$ cat config.mk
export PLATFORM = sky130hd
export DESIGN_NAME = fifo_wptr_full
export DESIGN_NICKNAME = d
export VERILOG_FILES = /design/src/rtl/fifo_pkg.sv /design/src/rtl/Binary2Gray.sv /design/src/rtl/gray_to_binary.sv /design/src/rtl/fifo_wptr_full.sv
export SDC_FILE = /design/constraint.sdc
export NUM_CORES = 1
export LEC_CHECK = 0
export CAP_MARGIN = 20
export CORE_MARGIN = 2
export CORE_UTILIZATION = 52
export DETAILED_ROUTE_END_ITERATION = 6
export PLACE_DENSITY = 0.85
export SLEW_MARGIN = 20
export SYNTH_ARGS = -nofsm -noshare
export SYNTH_HDL_FRONTEND = slang
export SYNTH_SLANG_ARGS = --single-unit
$ cat constraint.sdc
create_clock -name clk_i -period 3.8 [get_ports clk_i]
set_clock_uncertainty 0.05 [all_clocks]
set_input_delay 0.76 -clock clk_i [delete_from_list [all_inputs] [get_ports clk_i]]
set_output_delay 0.76 -clock clk_i [all_outputs]
set_load 0.005 [all_outputs]
$ cat src/rtl/fifo_pkg.sv
// fifo_pkg: shared asynchronous-FIFO widths and pointer type
package fifo_pkg;
    localparam int ADDR_BITS = 4;
    localparam int DEPTH = 2 ** ADDR_BITS;
    localparam int PTR_W = ADDR_BITS + 1;
    typedef logic [PTR_W-1:0] ptr_t;
endpackage

$ cat src/rtl/Binary2Gray.sv
// Binary2Gray: combinational binary to reflected-Gray converter
module Binary2Gray #(
    parameter int NUM_BITS = 5
) (
    input  logic [NUM_BITS-1:0] bin_i,
    output logic [NUM_BITS-1:0] gray_o
);
    assign gray_o = bin_i ^ (bin_i >> 1);
endmodule

$ cat src/rtl/gray_to_binary.sv
// gray_to_binary: combinational reflected-Gray to binary converter
module gray_to_binary #(
    parameter int NUM_BITS = 5
) (
    input  logic [NUM_BITS-1:0] gray_i,
    output logic [NUM_BITS-1:0] bin_o
);
    for (genvar g = 0; g < NUM_BITS; g++) begin : g_bit
        assign bin_o[g] = ^gray_i[NUM_BITS-1:g];
    end
endmodule

$ cat src/rtl/fifo_wptr_full.sv
// fifo_wptr_full: write-domain pointer, Gray publish, read-pointer sync and full/level flags
module fifo_wptr_full #(
    parameter int ADDR_BITS = fifo_pkg::ADDR_BITS,
    parameter int AF_MARGIN = 2
) (
    input  logic                 clk_i,
    input  logic                 rst_i,
    input  logic                 wr_en_i,
    input  logic [ADDR_BITS:0]   rptr_gray_i,
    output logic                 mem_we_o,
    output logic [ADDR_BITS-1:0] waddr_o,
    output logic [ADDR_BITS:0]   wptr_gray_o,
    output logic                 full_o,
    output logic                 almost_full_o,
    output logic [ADDR_BITS:0]   level_o
);
    localparam int PTR_W = ADDR_BITS + 1;
    localparam int DEPTH = 1 << ADDR_BITS;
    localparam logic [PTR_W-1:0] AF_THRESH = PTR_W'(DEPTH - AF_MARGIN);
    localparam logic [PTR_W-1:0] FULL_MASK = PTR_W'(3) << (ADDR_BITS - 1);

    logic [PTR_W-1:0] wbin_q, wbin_d, wgray_q, wgray_d, level_q, level_d, rbin_sync;
    (* ASYNC_REG = "TRUE" *) logic [PTR_W-1:0] rq1_q, rq2_q;
    logic full_q, full_d, af_q, af_d, push;

    assign push = wr_en_i & ~full_q;
    assign mem_we_o = push & ~rst_i;

    Binary2Gray #(.NUM_BITS(PTR_W)) u_b2g (.bin_i(wbin_d), .gray_o(wgray_d));
    gray_to_binary #(.NUM_BITS(PTR_W)) u_g2b (.gray_i(rq2_q), .bin_o(rbin_sync));

    // full when the write pointer is exactly one lap ahead: top two Gray bits inverted
    always_comb begin
        wbin_d = wbin_q + PTR_W'(push);
        level_d = wbin_d - rbin_sync;
        full_d = wgray_d == (rq2_q ^ FULL_MASK);
        af_d = level_d >= AF_THRESH;
    end

    always_ff @(posedge clk_i) begin
        if (rst_i) begin
            wbin_q <= '0;
            wgray_q <= '0;
            rq1_q <= '0;
            rq2_q <= '0;
            level_q <= '0;
            full_q <= 1'b0;
            af_q <= 1'b0;
        end else begin
            wbin_q <= wbin_d;
            wgray_q <= wgray_d;
            rq1_q <= rptr_gray_i;
            rq2_q <= rq1_q;
            level_q <= level_d;
            full_q <= full_d;
            af_q <= af_d;
        end
    end

    assign waddr_o = wbin_q[ADDR_BITS-1:0];
    assign wptr_gray_o = wgray_q;
    assign full_o = full_q;
    assign almost_full_o = af_q;
    assign level_o = level_q;
endmodule
==> impl_metrics.tcl, run 1 <==
set metrics [dict create \
    setup_viol 0 \
    first_pass_iters 4 \
    final_hold_viol_count 0 \
    die_area_sq_mm 0.00259 \
    hold_buffers 0 \
    synth_simple_gate_area_share_pct 18.3 \
    synth_xor_area_share_pct 21.3 \
    fp.dieW_um 50.8 \
    nets 150 \
    critPathLaunchType "input pin" \
    ys_warn_count 0 \
    tightest_slew_ns 0.505 \
    cts_buffers 3 \
    die_h_um 50.8 \
    yosys.area.top_type "dfxtp_1" \
    drtIter0Drc 13 \
    synth_top_family_by_area "XOR/XNOR gates" \
    route.vias.total 807 \
    seqCellArea_sq_um 520 \
    worstPathCellList "clkdlybuf4s50_1 -> nor2b_1 -> and2_1 -> ha_1 -> xor2_4 -> ha_1 -> a21oi_1 -> o21ai_0 -> xnor2_1 -> o22ai_2" \
    vias_per_cell 5.01 \
    rsz0062_at_grt "false" \
    worst-path-buf-inv 1 \
    routedWlPerCell_um 11.7 \
    max_stage_delay_ns 0.47 \
    track_usage_pct 17.8 \
    status "finished, final reports clean" \
    endpoint_kind "flip-flop" \
    antenna_found_initial 0 \
    grt_max_degree 28 \
    insertion_delay_ns 0.32 \
    worstPathMaxFanout 7 \
    crit_top_cell "ha_1" \
    multi_input_area_sq_um 598 \
    synth.top_cells.by_area "dfxtp_1 46%, xnor2_1 10%, nor2b_1 7.7%" \
    syn_inst 109 \
    synth.mux.area_fraction_pct 1.86 \
    worst_r2r_startpoint "rq2_q[4]" \
    power.density_mw_per_mm2 399 \
    final_cells 161 \
    initial_utilization_pct 56.4 \
    synth_most_common_cell "dfxtp_1" \
    core_area_sq_mm 0.00202 \
    fillCellCount 168 \
    required_ns 3.97 \
    place_hpwl_um 1470 \
    grt_pass1_wl_um 3320 \
    min-delay-start "rq1_q[2]" \
    synthesis.area_sq_mm 0.00114 \
    crit_arrival_ns 3.15 \
    slew_viol_final 0 \
    netlist.area_leader.share_pct 45.6 \
    ff2ff_path_depth 9 \
    cts.sinks 26 \
    critPathKind "in2reg" \
    final_antenna_net_count 0 \
    grt_pass1_vias 793 \
    area_growth_pct 25.7 \
    finalPower_w 0.000572 \
    syn_nets 123 \
    cts-htree-levels 1 \
    netlist_top_cells_count "26 x dfxtp_1, 15 x nor2_1, 14 x nor2b_1" \
    cts_setup_buffers 0 \
    power_leakage_nw 0.589 \
    drc 0 \
    synthAdderAreaFrac_pct 7.24 \
    port_buffers 24 \
    finalCritPeriodShare_pct 78.4 \
    fin_area_sq_mm 0.00143 \
    ys.flop_type "dfxtp_1" \
    holdPathEnd "rq2_q[2]" \
    drive_above_1_share_pct 5.97 \
    yosysUniqueCellTypes 24 \
    io_pins 25 \
    clockRootBuffer "clkbuf_4" \
    clk_pin_slew_ns 0.13 \
    gp_congestion 0.750 \
    avgSynthCellArea_sq_um 10.5 \
    max_freq_mhz 335 \
    r2r_slack_ns 1.14 \
    synth-seq-cells 26 \
    path_delay_family "adder cells" \
    synth_edf_count 0 \
    hold_depth 1 \
    hold_path.class "reg2reg" \
    cap_viol_max_count 0 \
    drt-total-wl_um 1890 \
    async_reset_ff_share_pct 0 \
    max-slew-margin-rel_pct 66.1 \
    crit_path_top_delay_cell "clkdlybuf4s50_1" \
    ys_seq_area_share_pct 45.6 \
    antenna_cells 0 \
    dp_cells 158 \
    overflow 0 \
    ctsResizeCount 0 \
    clock_path_buffers 2 \
    cts_tree "built" \
    fin_crit_ns 2.98 \
    dpl_cell_area_sq_mm 0.00141 \
    ir_worst_vdd_v 0.000296 \
    r2r-end "almost_full_o" \
    fin_tns_setup_ns 0 \
    num_rows 16 \
    synth_compound_area_share_pct 3.73 \
]
==> per-layer routing <==
layer / vias to the layer above / track usage, % / wire [um]
met2: 29 / 30.7 / 954
li1: 393 / - / -
met4: 0 / 9.01 / 51
met5: - / 0 / 0
met1: 378 / 19.8 / 769
met3: 7 / 5.56 / 110
==> cells in the final DEF, fill, tap and decap left out, drive strengths merged <==
master,count
clkbuf,3
nand2,1
nor2,15
dfxtp,26
nor4b,1
xnor3,1
inv,3
o21ai,2
or3,1
nand2b,2
buf,1
fa,1
mux2i,1
o22ai,1
nor2b,14
and2,2
clkdlybuf4s50,24
a21oi,4
nand3,1
xor2,10
mux2,1
ha,5
and4b,1
xnor2,13
==> layout make-up <==
type                            count  share of cell area (%)
Clock buffer                        3                    1.57
Inverter                            3                   0.785
Multi-Input combinational cell     77                    41.7
Sequential cell                    26                    36.3
Tap cell                           27                    2.36
Timing Repair Buffer               25                    17.3
==> sequential cells by signal, summed over array words and instances, names as in the netlist <==
name           cells
wbin_q             5
almost_full_o      1
full_o             1
level_o            5
rq1_q              5
wptr_gray_o        4
rq2_q              5
==> kinds of logic after synthesis <==
family	Yosys count
adder cells (fa/ha/maj)	6
AND/OR/NAND/NOR	38
multiplexers	2
buffers and inverters	6
AO/OA/AOI/OAI	7
flip-flops	26
XOR/XNOR	24
==> metrics by stage <==
step | util [%] | hold slack (ns) | setup slack [ns]
2_1_floorplan | - | 0.364 | 1.17
3_3_place_gp | 69.8 | 0.367 | 0.593
3_5_place_dp | 69.8 | 0.376 | 0.488
4_1_cts | 70.9 | 0.406 | 0.811
5_1_grt | 70.9 | 0.417 | 0.639
6_report | 70.9 | 0.402 | 0.819
==> power breakdown <==
group	switching, W	internal, W
sequential	0.00000945	0.000298
clock	0.0000747	0.0000372
combinational	0.0000645	0.0000880
total	0.000149	0.000423
==> how the worst max path moves through the flow <==
| stage | start | slack, ns | to | depth (start not counted) |
|---|---|---|---|---|
| after CTS | wr_en_i | 0.81 | almost_full_o | 10 |
| final | wr_en_i | 0.82 | almost_full_o | 10 |
| after floorplan | wr_en_i | 1.17 | almost_full_o | 9 |
| after global placement | wr_en_i | 0.59 | almost_full_o | 10 |
| after global routing | wr_en_i | 0.64 | almost_full_o | 10 |
| after detailed placement | wr_en_i | 0.49 | almost_full_o | 10 |
Note: power is estimated with default switching activity, not from simulation.
==> run 2, diff against run 1 <==
--- a/config.mk
+++ b/config.mk
@@ -6,10 +6,11 @@
 export NUM_CORES = 1
 export LEC_CHECK = 0
 export CAP_MARGIN = 20
+export CORE_ASPECT_RATIO = 0.5
 export CORE_MARGIN = 2
-export CORE_UTILIZATION = 52
+export CORE_UTILIZATION = 44
 export DETAILED_ROUTE_END_ITERATION = 6
-export PLACE_DENSITY = 0.85
+export PLACE_DENSITY = 0.77
 export SLEW_MARGIN = 20
 export SYNTH_ARGS = -nofsm -noshare
 export SYNTH_HDL_FRONTEND = slang
==> constraint.sdc (replaced) <==
create_clock -name clk_i -period 2.5 [get_ports clk_i]
set_clock_uncertainty 0.05 [all_clocks]
set_input_delay 0.5 -clock clk_i [delete_from_list [all_inputs] [get_ports clk_i]]
set_output_delay 0.5 -clock clk_i [all_outputs]
set_load 0.005 [all_outputs]
==> run 2 against run 1 <==
  * Cell area increased by 21%
  * Wire length increased by 26%
  * Combinational power increased by 120%
  * Setup slack worse by 0.82 ns
  * Global-route usage decreased by 3.2 points
  * Die area is 18% higher
  * Critical path depth did not move
  * First-iteration DRC count grew to 3.6 times the previous value
  * Via count up 5.3%
  * Utilization grew 3.4 points
==> impl_metrics.tcl, run 2 (synthesized netlist as in run 1, its figures left out) <==
set metrics [dict create \
    r2r-end "almost_full_o" \
    fp.dieW_um 76.0 \
    min-delay-start "rq1_q[3]" \
    p_clk_share_pct 24.9 \
    mostFrequentLayoutCell "dfxtp_1" \
    grt_pass1_vias 703 \
    routedWlPerCell_um 12.4 \
    fin_area_sq_mm 0.00173 \
    grt_max_degree 28 \
    initial_utilization_pct 49.0 \
    final_hold_viol_count 0 \
    required_ns 2.61 \
    tightest_slew_ns 0.323 \
    track_usage_pct 14.6 \
    core_area_sq_mm 0.00233 \
    setup_viol 0 \
    crit_arrival_ns 2.61 \
    drc 0 \
    whs_ns 0.388 \
    drt-total-wl_um 2370 \
    insertion_delay_ns 0.27 \
    finalCritPeriodShare_pct 100 \
    endpoint_kind "flip-flop" \
    area_growth_pct 51.6 \
    p_int_w 0.000798 \
    r2r_slack_ns 0.03 \
    drtIter0Drc 47 \
    power_frac_comb_pct 31.5 \
    gp_congestion 0.862 \
    dp_cells 184 \
    final_cell_mix "25 x dfxtp_1, 23 x clkdlybuf4s50_1, 22 x buf_4" \
    vias_per_cell 4.45 \
    final_cells 191 \
    worstPathMaxFanout 4 \
    route.vias.total 850 \
    max_freq_mhz 400 \
    cts-htree-levels 1 \
    clock_path_buffers 2 \
    die_h_um 40.0 \
    io_pins 25 \
    nets 171 \
    power.density_mw_per_mm2 618 \
    critPathLaunchType "input pin" \
    hold_path.class "reg2reg" \
    clk_pin_slew_ns 0.08 \
    critPathKind "in2reg" \
    ff2ff_path_depth 8 \
    status "finished, final reports clean" \
    hold_buffers 0 \
    ir_worst_vdd_v 0.000363 \
    power.share.switching_pct 25.4 \
    hold_depth 1 \
    holdPathEnd "rq2_q[3]" \
    clockRootBuffer "clkbuf_8" \
    power.switching_w 0.000271 \
    cts_tree "built" \
    antenna_found_initial 0 \
    max-slew-margin-rel_pct 78.4 \
    die_area_sq_mm 0.00304 \
    fin_crit_ns 2.50 \
    port_buffers 24 \
    power_frac_seq_pct 43.6 \
    antenna_cells 0 \
    rsz0062_at_grt "true" \
    dpl_cell_area_sq_mm 0.00156 \
    drive_above_1_share_pct 30.1 \
    first_pass_iters 4 \
    final_util_pct 74.4 \
    worst_r2r_startpoint "rq2_q[2]" \
    place_hpwl_um 1520 \
    cts.sinks 26 \
    cts_buffers 3 \
    grt_pass1_wl_um 3200 \
    multi_input_area_sq_um 694 \
    final_antenna_net_count 0 \
    fillCellCount 156 \
    slew_viol_final 0 \
    cap_viol_max_count 0 \
    seqCellArea_sq_um 522 \
    power_leakage_nw 0.730 \
    overflow 0 \
    num_rows 12 \
    finalPower_w 0.00107 \
]
run 2: how the worst max path moves through the flow:
stage | from | endpoint | slack [ns] | depth (start not counted)
2_1_floorplan | rq2_q[4] | almost_full_o | 0.03 | 9
3_3_place_gp | wr_en_i | full_o | -0.31 | 10
3_5_place_dp | wr_en_i | full_o | -0.35 | 10
4_1_cts | rq2_q[4] | almost_full_o | 0.01 | 7
5_1_grt | wr_en_i | almost_full_o | -0.08 | 10
6_report | wr_en_i | almost_full_o | 0.0005 | 10
run 2: worst max-delay path, stage by stage:
cell and delay, ns:
clkdlybuf4s50_1 0.42, nor2b_4 0.14, and2_4 0.16, ha_4 0.18
xor2_4 0.19, ha_1 0.36, a21oi_1 0.16, o21ai_0 0.13
xnor2_1 0.25, o22ai_2 0.11
run 2: cell type report:
class                   count  area share (%)
repair buffers             46            23.4
multi-input cells          77            40.1
flip-flops and latches     26            30.2
well taps                  35            2.53
inverters                   3           0.651
clock buffers               4            3.18
run 2: per-layer routing:
| metal | vias to the layer above | track usage (%) | part of all wire, % | wire (um) |
|---|---|---|---|---|
| met5 | - | 0 | 0 | 0 |
| met2 | 25 | 23.9 | 42 | 1000 |
| met4 | 0 | 4.09 | 2.7 | 63 |
| met3 | 7 | 5.63 | 5.6 | 132 |
| li1 | 435 | - | - | - |
| met1 | 383 | 18.9 | 49 | 1170 |
run 2: metrics by stage:
stage	worst slack, ns	TNS, ns
after floorplan	0.0278	0
after global placement	-0.314	-1.37
after detailed placement	-0.352	-1.75
after CTS	0.0129	0
after global routing	-0.0814	-0.150
final	0.000477	0
run 2: power groups by stage:
| stage | Combinational, W | Clock [W] | Sequential (W) |
|---|---|---|---|
| 6_report | 0.000337 | 0.000266 | 0.000466 |
| 5_1_grt | 0.000360 | 0.000291 | 0.000471 |
| 4_1_cts | 0.000288 | 0.000271 | 0.000465 |
| 3_5_place_dp | 0.000278 | 0 | 0.000475 |
| 3_3_place_gp | 0.000277 | 0 | 0.000474 |
| 2_1_floorplan | 0.000131 | 0 | 0.000480 |
run 2: what timing repair did:
action	in CTS	in global routing
cloned	0	0
setup endpoints to repair	5	3
pin swaps	1	8
resized for setup	6	14
setup buffers	0	3
